**src/rtl/squash_input_conditioner.sv**
```systemverilog
// Pushbutton conditioner: 2-flop synchroniser, counter debouncer and press/release pulses per channel.
// Define SQUASH_INPUT_AUTOREPEAT_EN to add auto-repeat press pulses on REPEAT_MASK channels.
module squash_input_conditioner #(
    parameter int unsigned          N_INPUTS        = 4,
    parameter int unsigned          DEBOUNCE_W      = 16,
    parameter int unsigned          DEBOUNCE_CYCLES = 25000,
    parameter int unsigned          REPEAT_DELAY    = 250000,
    parameter int unsigned          REPEAT_PERIOD   = 100000,
    parameter logic [N_INPUTS-1:0]  REPEAT_MASK     = 4'b1100
) (
    input  logic                clk,
    input  logic                reset,
    input  logic [N_INPUTS-1:0] btn_n_i,
    output logic [N_INPUTS-1:0] btn_o,
    output logic [N_INPUTS-1:0] btn_press_o,
    output logic [N_INPUTS-1:0] btn_release_o
);

    localparam logic [DEBOUNCE_W-1:0] CntMax = DEBOUNCE_W'(DEBOUNCE_CYCLES - 1);
    localparam logic [DEBOUNCE_W-1:0] CntOne = DEBOUNCE_W'(1);

    logic [N_INPUTS-1:0]                 sync1_q, sync1_d;
    logic [N_INPUTS-1:0]                 sync2_q, sync2_d;
    logic [N_INPUTS-1:0][DEBOUNCE_W-1:0] cnt_q, cnt_d;
    logic [N_INPUTS-1:0]                 btn_q, btn_d;
    logic [N_INPUTS-1:0]                 press_q, press_d;
    logic [N_INPUTS-1:0]                 release_q, release_d;

    logic [N_INPUTS-1:0] pressed_s;
    logic [N_INPUTS-1:0] accept_press;
    logic [N_INPUTS-1:0] accept_release;

    assign pressed_s = ~sync2_q;

    always_comb begin
        sync1_d        = btn_n_i;
        sync2_d        = sync1_q;
        cnt_d          = cnt_q;
        btn_d          = btn_q;
        accept_press   = '0;
        accept_release = '0;
        for (int i = 0; i < int'(N_INPUTS); i++) begin
            if (pressed_s[i] == btn_q[i]) begin
                cnt_d[i] = '0;
            end else if (cnt_q[i] == CntMax) begin
                btn_d[i]          = pressed_s[i];
                cnt_d[i]          = '0;
                accept_press[i]   = pressed_s[i];
                accept_release[i] = ~pressed_s[i];
            end else begin
                cnt_d[i] = cnt_q[i] + CntOne;
            end
        end
    end

`ifdef SQUASH_INPUT_AUTOREPEAT_EN
    localparam int unsigned    RepW      = $clog2(REPEAT_DELAY + 1);
    localparam logic [RepW-1:0] RepMax    = RepW'(REPEAT_DELAY - 1);
    localparam logic [RepW-1:0] RepReload = RepW'(REPEAT_DELAY - REPEAT_PERIOD);
    localparam logic [RepW-1:0] RepOne    = RepW'(1);

    logic [N_INPUTS-1:0][RepW-1:0] rep_q, rep_d;
    logic [N_INPUTS-1:0]           rep_fire;

    // An accepted release clears the repeat counter, so release always beats a repeat pulse.
    always_comb begin
        rep_d    = rep_q;
        rep_fire = '0;
        for (int i = 0; i < int'(N_INPUTS); i++) begin
            if (!REPEAT_MASK[i] || !btn_q[i] || accept_press[i] || accept_release[i]) begin
                rep_d[i] = '0;
            end else if (rep_q[i] == RepMax) begin
                rep_fire[i] = 1'b1;
                rep_d[i]    = RepReload;
            end else begin
                rep_d[i] = rep_q[i] + RepOne;
            end
        end
    end

    always_ff @(posedge clk or posedge reset) begin
        if (reset) begin
            rep_q <= '0;
        end else begin
            rep_q <= rep_d;
        end
    end

    always_comb begin
        press_d   = accept_press | rep_fire;
        release_d = accept_release;
    end
`else
    always_comb begin
        press_d   = accept_press;
        release_d = accept_release;
    end
`endif

    always_ff @(posedge clk or posedge reset) begin
        if (reset) begin
            sync1_q   <= '1;
            sync2_q   <= '1;
            cnt_q     <= '0;
            btn_q     <= '0;
            press_q   <= '0;
            release_q <= '0;
        end else begin
            sync1_q   <= sync1_d;
            sync2_q   <= sync2_d;
            cnt_q     <= cnt_d;
            btn_q     <= btn_d;
            press_q   <= press_d;
            release_q <= release_d;
        end
    end

    assign btn_o         = btn_q;
    assign btn_press_o   = press_q;
    assign btn_release_o = release_q;

endmodule

```
**config.mk**
```make
export PLATFORM = sky130hd
export DESIGN_NAME = squash_input_conditioner
export DESIGN_NICKNAME = d
export VERILOG_FILES = /design/src/rtl/squash_input_conditioner.sv
export SDC_FILE = /design/constraint.sdc
export NUM_CORES = 1
export LEC_CHECK = 0
export ABC_AREA = 1
export CORE_MARGIN = 2
export CORE_UTILIZATION = 40
export CTS_BUF_LIST = sky130_fd_sc_hd__clkbuf_4 sky130_fd_sc_hd__clkbuf_8
export DETAILED_ROUTE_END_ITERATION = 12
export GPL_ROUTABILITY_DRIVEN = 0
export PLACE_DENSITY = 0.6
export SLEW_MARGIN = 20
export SYNTH_ARGS = -nofsm -noshare
export SYNTH_HDL_FRONTEND = slang
export SYNTH_SLANG_ARGS = --single-unit
```
**constraint.sdc**
```tcl
create_clock -name clk -period 3.15 [get_ports clk]
set_input_delay 0.4725 -clock clk [delete_from_list [all_inputs] [get_ports clk]]
set_output_delay 0.4725 -clock clk [all_outputs]
set_load 0.005 [all_outputs]
```
==> impl_metrics.yaml <==
clock_tree:
  ctsHoldBuffers: 0
  clk_pin_slew_worst_paths_ps: 90
  insertion_delay_ps: 350
  htreeDepth: 3
  clock-sinks: 84
  cts_made_buffers: 9
  cts_tree: "built"
  cts-root-buf: "clkbuf_8"
  postCtsSetupRepairBufs: 0
  ctsLongestPathBuffers: 2
  ctsResizeCount: 0
placement:
  io_buffers: 17
  place_hpwl_um: 6343
  dp_slack_ps: 1387
  placed_cells_incl_taps: 695
yosys:
  synth-simple-area-share: 0.3573
  ys_ff_latch: 84
  netlist_instances: 541
  synthAdderAreaFrac: 0.01158
  synth_top_family_by_area: "simple AND/OR/NAND/NOR gates"
  synth_top_area_frac: 0.4401
  yosys_warnings: 0
  mappedNetlistNets: 551
  yosys.area.top_type: "dfrtp_1"
  synthDistinctLibCells: 27
  synth_compound_area_frac: 0.03822
  ys_seq_area_frac: 0.4887
  synth_area_sq_mm: 0.004322
  synth_xor_area_frac: 0.04661
  syn_area_per_cell_sq_um: 7.988
  synth.area.mux_share: 0
  ys_top_cells_by_area: "dfrtp_1 44%, nor2_1 12%, nand2_1 8.7%, inv_1 5.4%, dfstp_2 4.9%"
detailed_routing:
  vias_per_cell: 4.865
  postRouteAntennaNets: 0
  first_pass_iters: 5
  drtIter0Drc: 168
  drt_wl_total_um: 8702
  wl_per_cell_um: 12.24
  detail_route.drc_violations: 0
  route.vias.total: 3459
cells_and_area:
  layout-drive-gt1-share: 0.1287
  area_delta_synth_final_pct: 12.65
  final_common_cell: "nor2_1"
  fillers: 1057
  fin_cells: 711
  final_cell_mix: "133 x nor2_1, 100 x nand2_1, 76 x dfrtp_1"
  antenna_cells: 0
  multiInputGateArea_sq_mm: 0.001961
  fin_nets: 580
  regArea_sq_mm: 0.002112
sta:
  hold_violations: 0
  finClkSkew_ps: 9.578
  period_minus_slack_ps: 1802
  post-route-period-util: 0.5722
  rsz0062_at_grt: "no"
  fin_tns_setup_ps: 0
  fmax_mhz: 554.8
  slew_headroom: 0.4919
  setup_slack_ps: 1348
  maxSlewViolCount: 0
  tightest_slew_ps: 762.1
  setup_viol_count_final: 0
  hold_slack_ps: 352.1
min_path:
  holdPathEnd: "sync2_q[1]$_DFF_PP1_"
  hold_path.class: "reg2reg"
  hold_depth: 0
  hp-start: "sync1_q[1]$_DFF_PP1_"
critical_path:
  crit_arrival_ps: 1330
  rr_startpoint: "cnt_q[0]$_DFF_PP0_"
  r2r_setup_slack_ps: 1630
  path_max_fanout: 5
  crit_buf_inv: 1
  crit_path_end_kind: "output pin"
  worstPathRequired_ps: 2680
  cp_top_family: "buffers and inverters"
  crit_path_cell_trace: "clkdlybuf4s50_1"
  cpMaxStageDelayCell: "clkdlybuf4s50_1"
  reg2reg_to: "cnt_q[7]$_DFF_PP0_"
  rr_worst_depth: 8
  worst-path-stages: 1
  critPathLaunchType: "flip-flop"
  timing_worst_setup_path_type: "reg2out"
  max_stage_delay_ps: 540
pwr:
  peakVddDrop_mv: 0.1925
  p_leak_uw: 0.002183
  powerDensity_mw_per_mm2: 397.3
floorplan:
  core_sq_mm: 0.01042
  initial_utilization: 0.4149
  die_area_sq_mm: 0.01165
  die_width_um: 107.9
  boundaryPins: 18
  core.rowCount: 37
  die_h_um: 107.9
global_routing:
  grt_max_degree: 45
  gr-total-overflow: 0
  grt_use_total: 0.1664
  grt_pass1_wl_um: 15580
  grt_pass1_vias: 3475
  antenna_found_initial: 0
run_status:
  outcome: "finished clean"
job:
  maxCapViolCount: 0
[registers in the layout, indices dropped and copies added (netlist names)]
| signal | cells |
|---|---|
| btn_o | 4 |
| btn_press_o | 4 |
| btn_release_o | 4 |
| cnt_q | 64 |
| sync1_q | 4 |
| sync2_q | 4 |
[where the power goes]
group          switching (uW)  internal [uW]
combinational            55.9           27.1
sequential               17.4           1100
clock                     419            316
total                     492           1440
[layout make-up]
| class | instances | share of cell area |
|---|---|---|
| Timing Repair Buffer | 19 | 0.04061 |
| Inverter | 65 | 0.05037 |
| Sequential cell | 84 | 0.4338 |
| Tap cell | 136 | 0.03495 |
| Clock inverter | 6 | 0.009252 |
| Clock buffer | 10 | 0.02827 |
| Multi-Input combinational cell | 391 | 0.4027 |
[routing by layer]
metal / GRT usage / up-vias / share of wire
li1: - / 1765 / -
met1: 0.2170 / 1641 / 0.48
met2: 0.2790 / 49 / 0.47
met3: 0.04099 / 4 / 0.041
met4: 0.04212 / 0 / 0.0067
met5: 0 / - / 0
[cells in the mapped netlist, drive strengths merged]
cell    count
a31oi       7
xor2       18
a21oi       7
inv        65
dfrtp      76
or2         4
o21ai       9
xnor2       5
nand4      20
buf         1
nor2      152
dfstp       8
nand2     116
o21bai      5
nand3      34
nor3       10
ha          4
[worst max-delay path by stage]
| stage | start | to |
|---|---|---|
| finish | btn_o[0]$_DFFE_PP0P_ | btn_o[0] |
| global placement | reset | sync1_q[0]$_DFF_PP1_ |
| CTS | btn_o[2]$_DFFE_PP0P_ | btn_o[2] |
| floorplan | reset | btn_o[0]$_DFFE_PP0P_ |
| detailed placement | reset | sync2_q[0]$_DFF_PP1_ |
| global route | btn_o[2]$_DFFE_PP0P_ | btn_o[2] |
[metrics by stage]
stage | utilization | instance area (sq um) | power (uW)
floorplan | - | 4322 | 1191
global placement | 0.4499 | 4686 | 1221
detailed placement | 0.4499 | 4686 | 1224
CTS | 0.4674 | 4868 | 1975
global route | 0.4674 | 4868 | 2022
finish | 0.4674 | 4868 | 1934
[cells by family (layout without fill, tap and decap cells)]
family | count (synthesis) | count (layout)
flops | 84 | 84
fa+ha+maj | 4 | 4
compound gates | 28 | 28
simple gates | 336 | 336
xor+xnor | 23 | 23
buf+inv | 66 | 100
Note: power is estimated with default switching activity, not from simulation.
